File: src/rtl/miriscv_run_pkg.sv
// Shared types and constants for the miriscv run-control block.
package miriscv_run_pkg;

  typedef enum logic [1:0] {
    ST_HOLD = 2'd0,
    ST_RUN  = 2'd1,
    ST_DONE = 2'd2
  } run_state_e;

  // Last word of the 512-word data RAM acts as the halt mailbox.
  localparam logic [31:0] TOHOST_ADDR_DEF = 32'h0000_07FC;
  localparam int unsigned PASS_CODE       = 1;

endpackage

File: src/rtl/miriscv_sat_counter.sv
// Up-counter with enable, synchronous clear and saturation at all-ones.
module miriscv_sat_counter
  import miriscv_run_pkg::*;
#(
  parameter int unsigned W = 32
) (
  input  logic         clk,
  input  logic         rst_n,
  input  logic         en,
  input  logic         clr,
  output logic [W-1:0] cnt,
  output logic         sat
);

  assign sat = &cnt;

  always_ff @(posedge clk or negedge rst_n) begin
    if (!rst_n) begin
      cnt <= '0;
    end else if (clr) begin
      cnt <= '0;
    end else if (en && !sat) begin
      cnt <= cnt + 1'b1;
    end
  end

endmodule

File: src/rtl/miriscv_run_ctrl.sv
// Run control for miriscv_top: reset-hold sequence, cycle budget,
// tohost halt detection and idle watchdog, with sticky result flags.
module miriscv_run_ctrl
  import miriscv_run_pkg::*;
#(
  parameter int ADDR_W       = 32,
  parameter int DATA_W       = 32,
  parameter int CNT_W        = 32,
  parameter int RST_CYCLES   = 2,
  parameter int MAX_CYCLES   = 1000,
  parameter logic [ADDR_W-1:0] TOHOST_ADDR = ADDR_W'(TOHOST_ADDR_DEF),
  parameter int HALT_MODE    = 1,
  parameter int IDLE_LIMIT   = 256,
  parameter int HOLD_ON_DONE = 1
) (
  input  logic              clk_i,
  input  logic              rst_n_i,
  input  logic              data_req_i,
  input  logic              data_we_i,
  input  logic [ADDR_W-1:0] data_addr_i,
  input  logic [DATA_W-1:0] data_wdata_i,
  output logic              core_rst_n_o,
  output logic              running_o,
  output logic              done_o,
  output logic              pass_o,
  output logic              timeout_o,
  output logic              hang_o,
  output logic [DATA_W-2:0] exit_code_o,
  output logic [CNT_W-1:0]  cycle_cnt_o
);

  run_state_e       st_q, st_d;
  logic             in_hold, in_run;
  logic             halt_hit, to_hit, hang_hit, finish;
  logic [CNT_W-1:0] hold_cnt, idle_cnt;
  logic             hold_sat, cyc_sat, idle_sat;
  logic             unused_sat;

  assign in_hold    = (st_q == ST_HOLD);
  assign in_run     = (st_q == ST_RUN);
  assign unused_sat = hold_sat ^ cyc_sat ^ idle_sat;

  miriscv_sat_counter #(.W(CNT_W)) u_hold_cnt (
    .clk   (clk_i),
    .rst_n (rst_n_i),
    .en    (in_hold),
    .clr   (!in_hold),
    .cnt   (hold_cnt),
    .sat   (hold_sat)
  );

  miriscv_sat_counter #(.W(CNT_W)) u_cycle_cnt (
    .clk   (clk_i),
    .rst_n (rst_n_i),
    .en    (in_run),
    .clr   (1'b0),
    .cnt   (cycle_cnt_o),
    .sat   (cyc_sat)
  );

  miriscv_sat_counter #(.W(CNT_W)) u_idle_cnt (
    .clk   (clk_i),
    .rst_n (rst_n_i),
    .en    (in_run && !data_req_i),
    .clr   (!in_run || data_req_i),
    .cnt   (idle_cnt),
    .sat   (idle_sat)
  );

  assign halt_hit = (HALT_MODE != 0) && data_req_i && data_we_i &&
                    (data_addr_i == TOHOST_ADDR) && (data_wdata_i != '0);
  assign to_hit   = (MAX_CYCLES != 0) && (cycle_cnt_o == CNT_W'(MAX_CYCLES - 1));
  assign hang_hit = (IDLE_LIMIT != 0) && !data_req_i &&
                    (idle_cnt == CNT_W'(IDLE_LIMIT - 1));

  always_comb begin
    st_d   = st_q;
    finish = 1'b0;
    case (st_q)
      ST_HOLD: if (hold_cnt == CNT_W'(RST_CYCLES - 1)) st_d = ST_RUN;
      ST_RUN: begin
        if (halt_hit || to_hit || hang_hit) begin
          st_d   = ST_DONE;
          finish = 1'b1;
        end
      end
      ST_DONE: st_d = ST_DONE;
      default: st_d = ST_HOLD;
    endcase
  end

  // Outputs are decoded from the next state so they change on the same
  // edge as the state register and never glitch.
  always_ff @(posedge clk_i or negedge rst_n_i) begin
    if (!rst_n_i) begin
      st_q         <= ST_HOLD;
      core_rst_n_o <= 1'b0;
      running_o    <= 1'b0;
      done_o       <= 1'b0;
      pass_o       <= 1'b0;
      timeout_o    <= 1'b0;
      hang_o       <= 1'b0;
      exit_code_o  <= '0;
    end else begin
      st_q         <= st_d;
      core_rst_n_o <= (st_d == ST_RUN) || ((st_d == ST_DONE) && (HOLD_ON_DONE == 0));
      running_o    <= (st_d == ST_RUN);
      done_o       <= (st_d == ST_DONE);
      if (finish) begin
        if (halt_hit) begin
          pass_o      <= (data_wdata_i == DATA_W'(PASS_CODE));
          exit_code_o <= data_wdata_i[DATA_W-1:1];
        end else if (to_hit) begin
          timeout_o <= 1'b1;
        end else begin
          hang_o <= 1'b1;
        end
      end
    end
  end

endmodule

File: config.mk
export PLATFORM = sky130hd
export DESIGN_NAME = miriscv_run_ctrl
export DESIGN_NICKNAME = d
export VERILOG_FILES = /design/src/rtl/miriscv_run_pkg.sv /design/src/rtl/miriscv_sat_counter.sv /design/src/rtl/miriscv_run_ctrl.sv
export SDC_FILE = /design/constraint.sdc
export NUM_CORES = 1
export LEC_CHECK = 0
export ABC_AREA = 1
export BUFFER_PORTS_ARGS = -buffer_cell sky130_fd_sc_hd__buf_2
export CAP_MARGIN = 20
export CORE_ASPECT_RATIO = 0.8
export CORE_UTILIZATION = 55
export CTS_CLUSTER_DIAMETER = 150
export DETAILED_ROUTE_END_ITERATION = 8
export GPL_ROUTABILITY_DRIVEN = 0
export HOLD_SLACK_MARGIN = 0.06
export PLACE_DENSITY = 0.83
export SETUP_SLACK_MARGIN = 0.15
export SLEW_MARGIN = 20
export SYNTH_ARGS = -nofsm -noshare
export SYNTH_HDL_FRONTEND = slang
export SYNTH_HIERARCHICAL = 1
export SYNTH_SLANG_ARGS = --single-unit
export TNS_END_PERCENT = 10
File: constraint.sdc
create_clock -name clk_i -period 2 [get_ports clk_i]
set_input_delay 0.4 -clock clk_i [delete_from_list [all_inputs] [get_ports clk_i]]
set_output_delay 0.4 -clock clk_i [all_outputs]
set_load 0.05 [all_outputs]
## After elaboration in Yosys (flattened, before gate mapping)

Index checks and enable logic that the tools add are counted.

- Bits of input ports: 68
- Word-level logic and storage cells: 59
- Flip-flop bits (word level): 134
- Output and inout bits: 69

- Multiplexer cells: 9
- Reduce and logical (&&, ||, !) cells: 25
- Bitwise gates (word level): 2
- Add/sub/neg operators: 3
- Eq/ne operators: 10

Operators with widths:

| operator | number |
|---|---|
| 32-bit 2-to-1 mux | 4 |
| 32-bit by 1-bit adder with 32-bit output (second input constant) | 3 |
| 32-bit AND reduction | 3 |
| 32-bit by 1-bit == test with 1-bit output (second input constant) | 2 |
| 32-bit by 10-bit == test with 1-bit output (second input constant) | 1 |
| 32-bit by 11-bit == test with 1-bit output (second input constant) | 1 |
| 32-bit by 8-bit == test with 1-bit output (second input constant) | 1 |
| 32-bit nonzero test | 1 |
| 1-bit logical AND | 8 |
| 2-bit case mux with 3 select lines | 1 |
| 3-bit AND reduction | 2 |
| 1-bit zero test | 5 |
| 2-bit by 1-bit == test with 1-bit output (second input constant) | 2 |
| 2-bit == test (second input constant) | 2 |
| 2-bit 2-to-1 mux | 2 |
| 1-bit logical OR | 3 |
| 2-bit zero test | 1 |
| 1-bit 2-to-1 mux | 2 |
| 2-bit inequality test (second input constant) | 1 |
| 1-bit inverter | 2 |
| 2-bit AND reduction | 1 |
| 2-bit nonzero test | 1 |

## Depth between registers and ports, before layout

- Depth in word-level cells: 8
- Mapped depth: 12
- Depth with buffers taken out: 11

## Hierarchy

The synthesis kept the hierarchy.

Modules (own cells, without submodules):

| module | area an instance (um^2) | cells each | seq. area each (um^2) | times used |
|---|---|---|---|---|
| miriscv_sat_counter | 2222.1 | 328 | 800.8 | 3 |
| miriscv_run_ctrl | 2661.3 | 423 | 950.9 | 1 |

## Worst setup path after synthesis

OpenSTA, ideal clock, no wires.

- Path type: register -> register
- Start point: register u_cycle_cnt.cnt[1]
- End point: register u_cycle_cnt.cnt[28]
- Cell stages (with the launch flop): 10
- Arrival time: 1848 ps
- Setup time: 124 ps
- Clock period less this slack: 1972 ps
- Buffers on the path: 1
- Slack: 28 ps
- Required time: 1876 ps
- Cell sequence: dfrtp_1 > ha_1 > nand2_1 > nor2_4 > nand2_4 > nor2_8 > nand2_4 > nand3_4 > buf_4 > o21ai_1

- Word-level cells in the longest chain between the ends: 3
- Elaborated cells between the ends (all ways): 4
- Classes of those cells: add/sub (1); reduce/logical (3)

RTL lines:

| what | line | RTL |
|---|---|---|
| start: declaration | miriscv_sat_counter.sv:11 | `output logic [W-1:0] cnt,` |
| start signal: assignment | miriscv_sat_counter.sv:23 | `cnt <= cnt + 1'b1;` |
| branches (longest 3 deep; another with 32-bit by 1-bit adder with 32-bit output) | -- |  |

Several ways; the timed one is not identified.
A chain may end at the register's enable or synchronous reset.

## Worst setup path in the final report

- Start point: register u_hold_cnt.cnt[17]
- End point: register u_hold_cnt.cnt[7]

- Word-level cells in the longest chain between the ends: 4

RTL lines:

| what | line | RTL |
|---|---|---|
| start: declaration | miriscv_sat_counter.sv:11 |  |
| start signal: assignment | miriscv_sat_counter.sv:23 |  |
| 32-bit AND reduction | miriscv_sat_counter.sv:15 | `assign sat = &cnt;` |
| 1-bit zero test | miriscv_sat_counter.sv:22 | `end else if (en && !sat) begin` |
| 1-bit logical AND | miriscv_sat_counter.sv:22 |  |
| 2-bit inequality test (no line) | -- |  |

Every way passes these cells.

==> impl_metrics.env <==
export IMPL_outcome="finished, final reports clean"
export IMPL_cp_slowest_stage_delay_ps=480
export IMPL_end_kind="flop"
export IMPL_clockBufferDepth=2
export IMPL_vias=9663
export IMPL_grt_overflow=0
export IMPL_antenna_cells=0
export IMPL_worst_setup_path_type="flop to flop"
export IMPL_drive_above_1_share=0.178
export IMPL_fin_crit_ps=1800
export IMPL_cts_sinks=134
export IMPL_core_area_um2=16600
export IMPL_dp_hpwl_um=17900
export IMPL_grt_pass1_wl_um=40700
export IMPL_cp_max_fo=15
export IMPL_maxCapViolCount=0
export IMPL_grt_util_all_layers=0.290
export IMPL_placed_cell_area_um2=10300
export IMPL_crit_required_ps=2350
export IMPL_setup_worst_path_start="u_hold_cnt/cnt[17]"
export IMPL_clk_insertion_delay_late_ps=440
export IMPL_die_area_um2=17500
export IMPL_syn2layout_area_growth_pct=19.3
export IMPL_io_pin_count=137
export IMPL_nets=1643
export IMPL_syn_area_um2=9320
export IMPL_rsz0062_at_grt="true"
export IMPL_ctsRootBufferMaster="clkbuf_16"
export IMPL_fillCellCount=1342
export IMPL_slew_headroom=0.645
export IMPL_wl_um=25700
export IMPL_drt_iter0_markers=1003
export IMPL_worstReg2RegStart="u_hold_cnt/cnt[17]"
export IMPL_fin_area_um2=11100
export IMPL_grt_max_degree=43
export IMPL_numPortBuffers=136
export IMPL_synthCells=1404
export IMPL_syn_avg_cell_area_um2=6.64
export IMPL_tightest_slew_ps=532
export IMPL_ys_warn_count=6
export IMPL_holdWs_ps=246
export IMPL_placementRows=42
export IMPL_avgRoutedWirePerCell_um=14.3
export IMPL_cp_num_buf_inv=1
export IMPL_power_density_nw_per_um2=552
export IMPL_finalCritPeriodShare=0.901
export IMPL_setup_viol=0
export IMPL_crit_path_cell_trace="nand2_1 -> nor2_2 -> nand2_1 -> nor2_2 -> nand2_4 -> nand2_4 -> buf_12 -> nand3_1 -> o21ai_1"
export IMPL_critical_path_top_delay_family="simple AND/OR/NAND/NOR gates"
export IMPL_irDropWorstVdd_uv=580
export IMPL_power_mw=6.13
export IMPL_avgViaCountPerCell=5.35
export IMPL_cts_made_buffers=17
export IMPL_hold_violations=0
export IMPL_die_y_um=118
export IMPL_hold_path_class="primary input to flop"
export IMPL_drc=0
export IMPL_first_global_vias=8479
export IMPL_maxSlewViolCount=0
export IMPL_arrival_ps=2160
export IMPL_antenna_found_initial=0
export IMPL_slowest_stage="dfrtp_1"
export IMPL_power_leakage_nw=5.16
export IMPL_drt_pass1_iter_count=5
export IMPL_htree_levels=4
export IMPL_finClkSkew_ps=10.7
export IMPL_cts_tree="yes"
export IMPL_startpoint_type="flop"
export IMPL_antenna_left=0
export IMPL_max_freq_mhz=555
export IMPL_die_width_um=148
export IMPL_clkTransAtPathRegs_ps=70
export IMPL_hp_start="data_wdata_i[21]"
export IMPL_final_setup_tns_ps=0
export IMPL_initial_core_util=0.563
[per-layer routing]
metal | part of all wire | global-route usage
met4 | 0.017 | 0.0902
met5 | 0 | 0
met3 | 0.091 | 0.0583
met2 | 0.45 | 0.443
met1 | 0.44 | 0.413
[cell type report]
cell class	count	area, µm²	area share
Timing Repair Buffer	179	1120	0.101
Sequential cell	134	3360	0.303
Inverter	202	758	0.0682
Tap cell	220	275	0.0248
Clock buffer	18	439	0.0395
Multi-Input combinational cell	1038	5020	0.452
Clock inverter	14	131	0.0118
[flip-flops by register name, summed over array words and instances (netlist names)]
register         count
done_o               1
exit_code_o         31
hang_o               1
pass_o               1
running_o            1
st_q                 2
timeout_o            1
u_cycle_cnt/cnt     32
u_hold_cnt/cnt      32
u_idle_cnt/cnt      32
[metrics by stage]
step / worst slack, ps / cells / utilization
after floorplan: 185 / 1406 / -
after global placement: 274 / 1758 / 0.624
after detailed placement: 183 / 1758 / 0.624
after CTS: 151 / 1791 / 0.659
after global routing: 98.8 / 1805 / 0.671
final: 198 / 1805 / 0.671
[worst paths after layout]
kind	endpoint	slack, ps	cells after the start
worst max-delay path	u_hold_cnt/cnt[7]	200	9
worst min-delay path	exit_code_o[20]	250	4
worst max register to register	u_hold_cnt/cnt[7]	200	9
worst min register to register	hang_o	460	2
max in group asynchronous	u_hold_cnt/cnt[25]	1010	3
min in group asynchronous	u_cycle_cnt/cnt[23]	440	2
[what timing repair did]
action | 4_1_cts | 5_1_grt
buffers inserted | 0 | 11
endpoints found under the setup margin | 0 | 77
hold endpoints to repair | 35 | 0
hold buffers | 1 | 0
resized for setup | 0 | 20
[power by group]
| group | switching, mW | total [mW] | internal [mW] |
|---|---|---|---|
| Clock | 1.39 | 3.07 | 1.68 |
| Sequential | 0.0106 | 2.73 | 2.72 |
| Combinational | 0.219 | 0.334 | 0.115 |
[worst register-to-register path: cells and delay by family (launching register included)]
family                 cells  cell delay, ps
AOI/OAI and AO/OA          1             110
buffers and inverters      1             150
and+or+nand+nor            7             980
DFF                        1             480
[layout by cell type (no fill, tap or decap), types with 2 or more instances in the layout]
cell type and instances:
nor2_4 11, xor2_1 15, inv_6 5, o21ai_1 81, nor2_8 3, nand3_4 4
nand2_8 3, inv_2 3, nor2_1 171, a22oi_1 3, nand2_2 3, inv_8 5
nand2_1 441, nand4_1 19, nand3b_1 26, o21ai_0 6, nand3_1 164, ha_2 2
nand2_4 6, nor4_1 4, buf_12 9, o21bai_1 18, buf_4 33, xnor2_1 15
conb_1 3, nand3_2 4, dfrtp_2 7, dfrtp_1 127, nor3_1 4, buf_2 135
inv_1 199, nor2_2 26, clkbuf_16 17, clkinvlp_4 3
No activity file was read; power rests on OpenSTA's default activity.
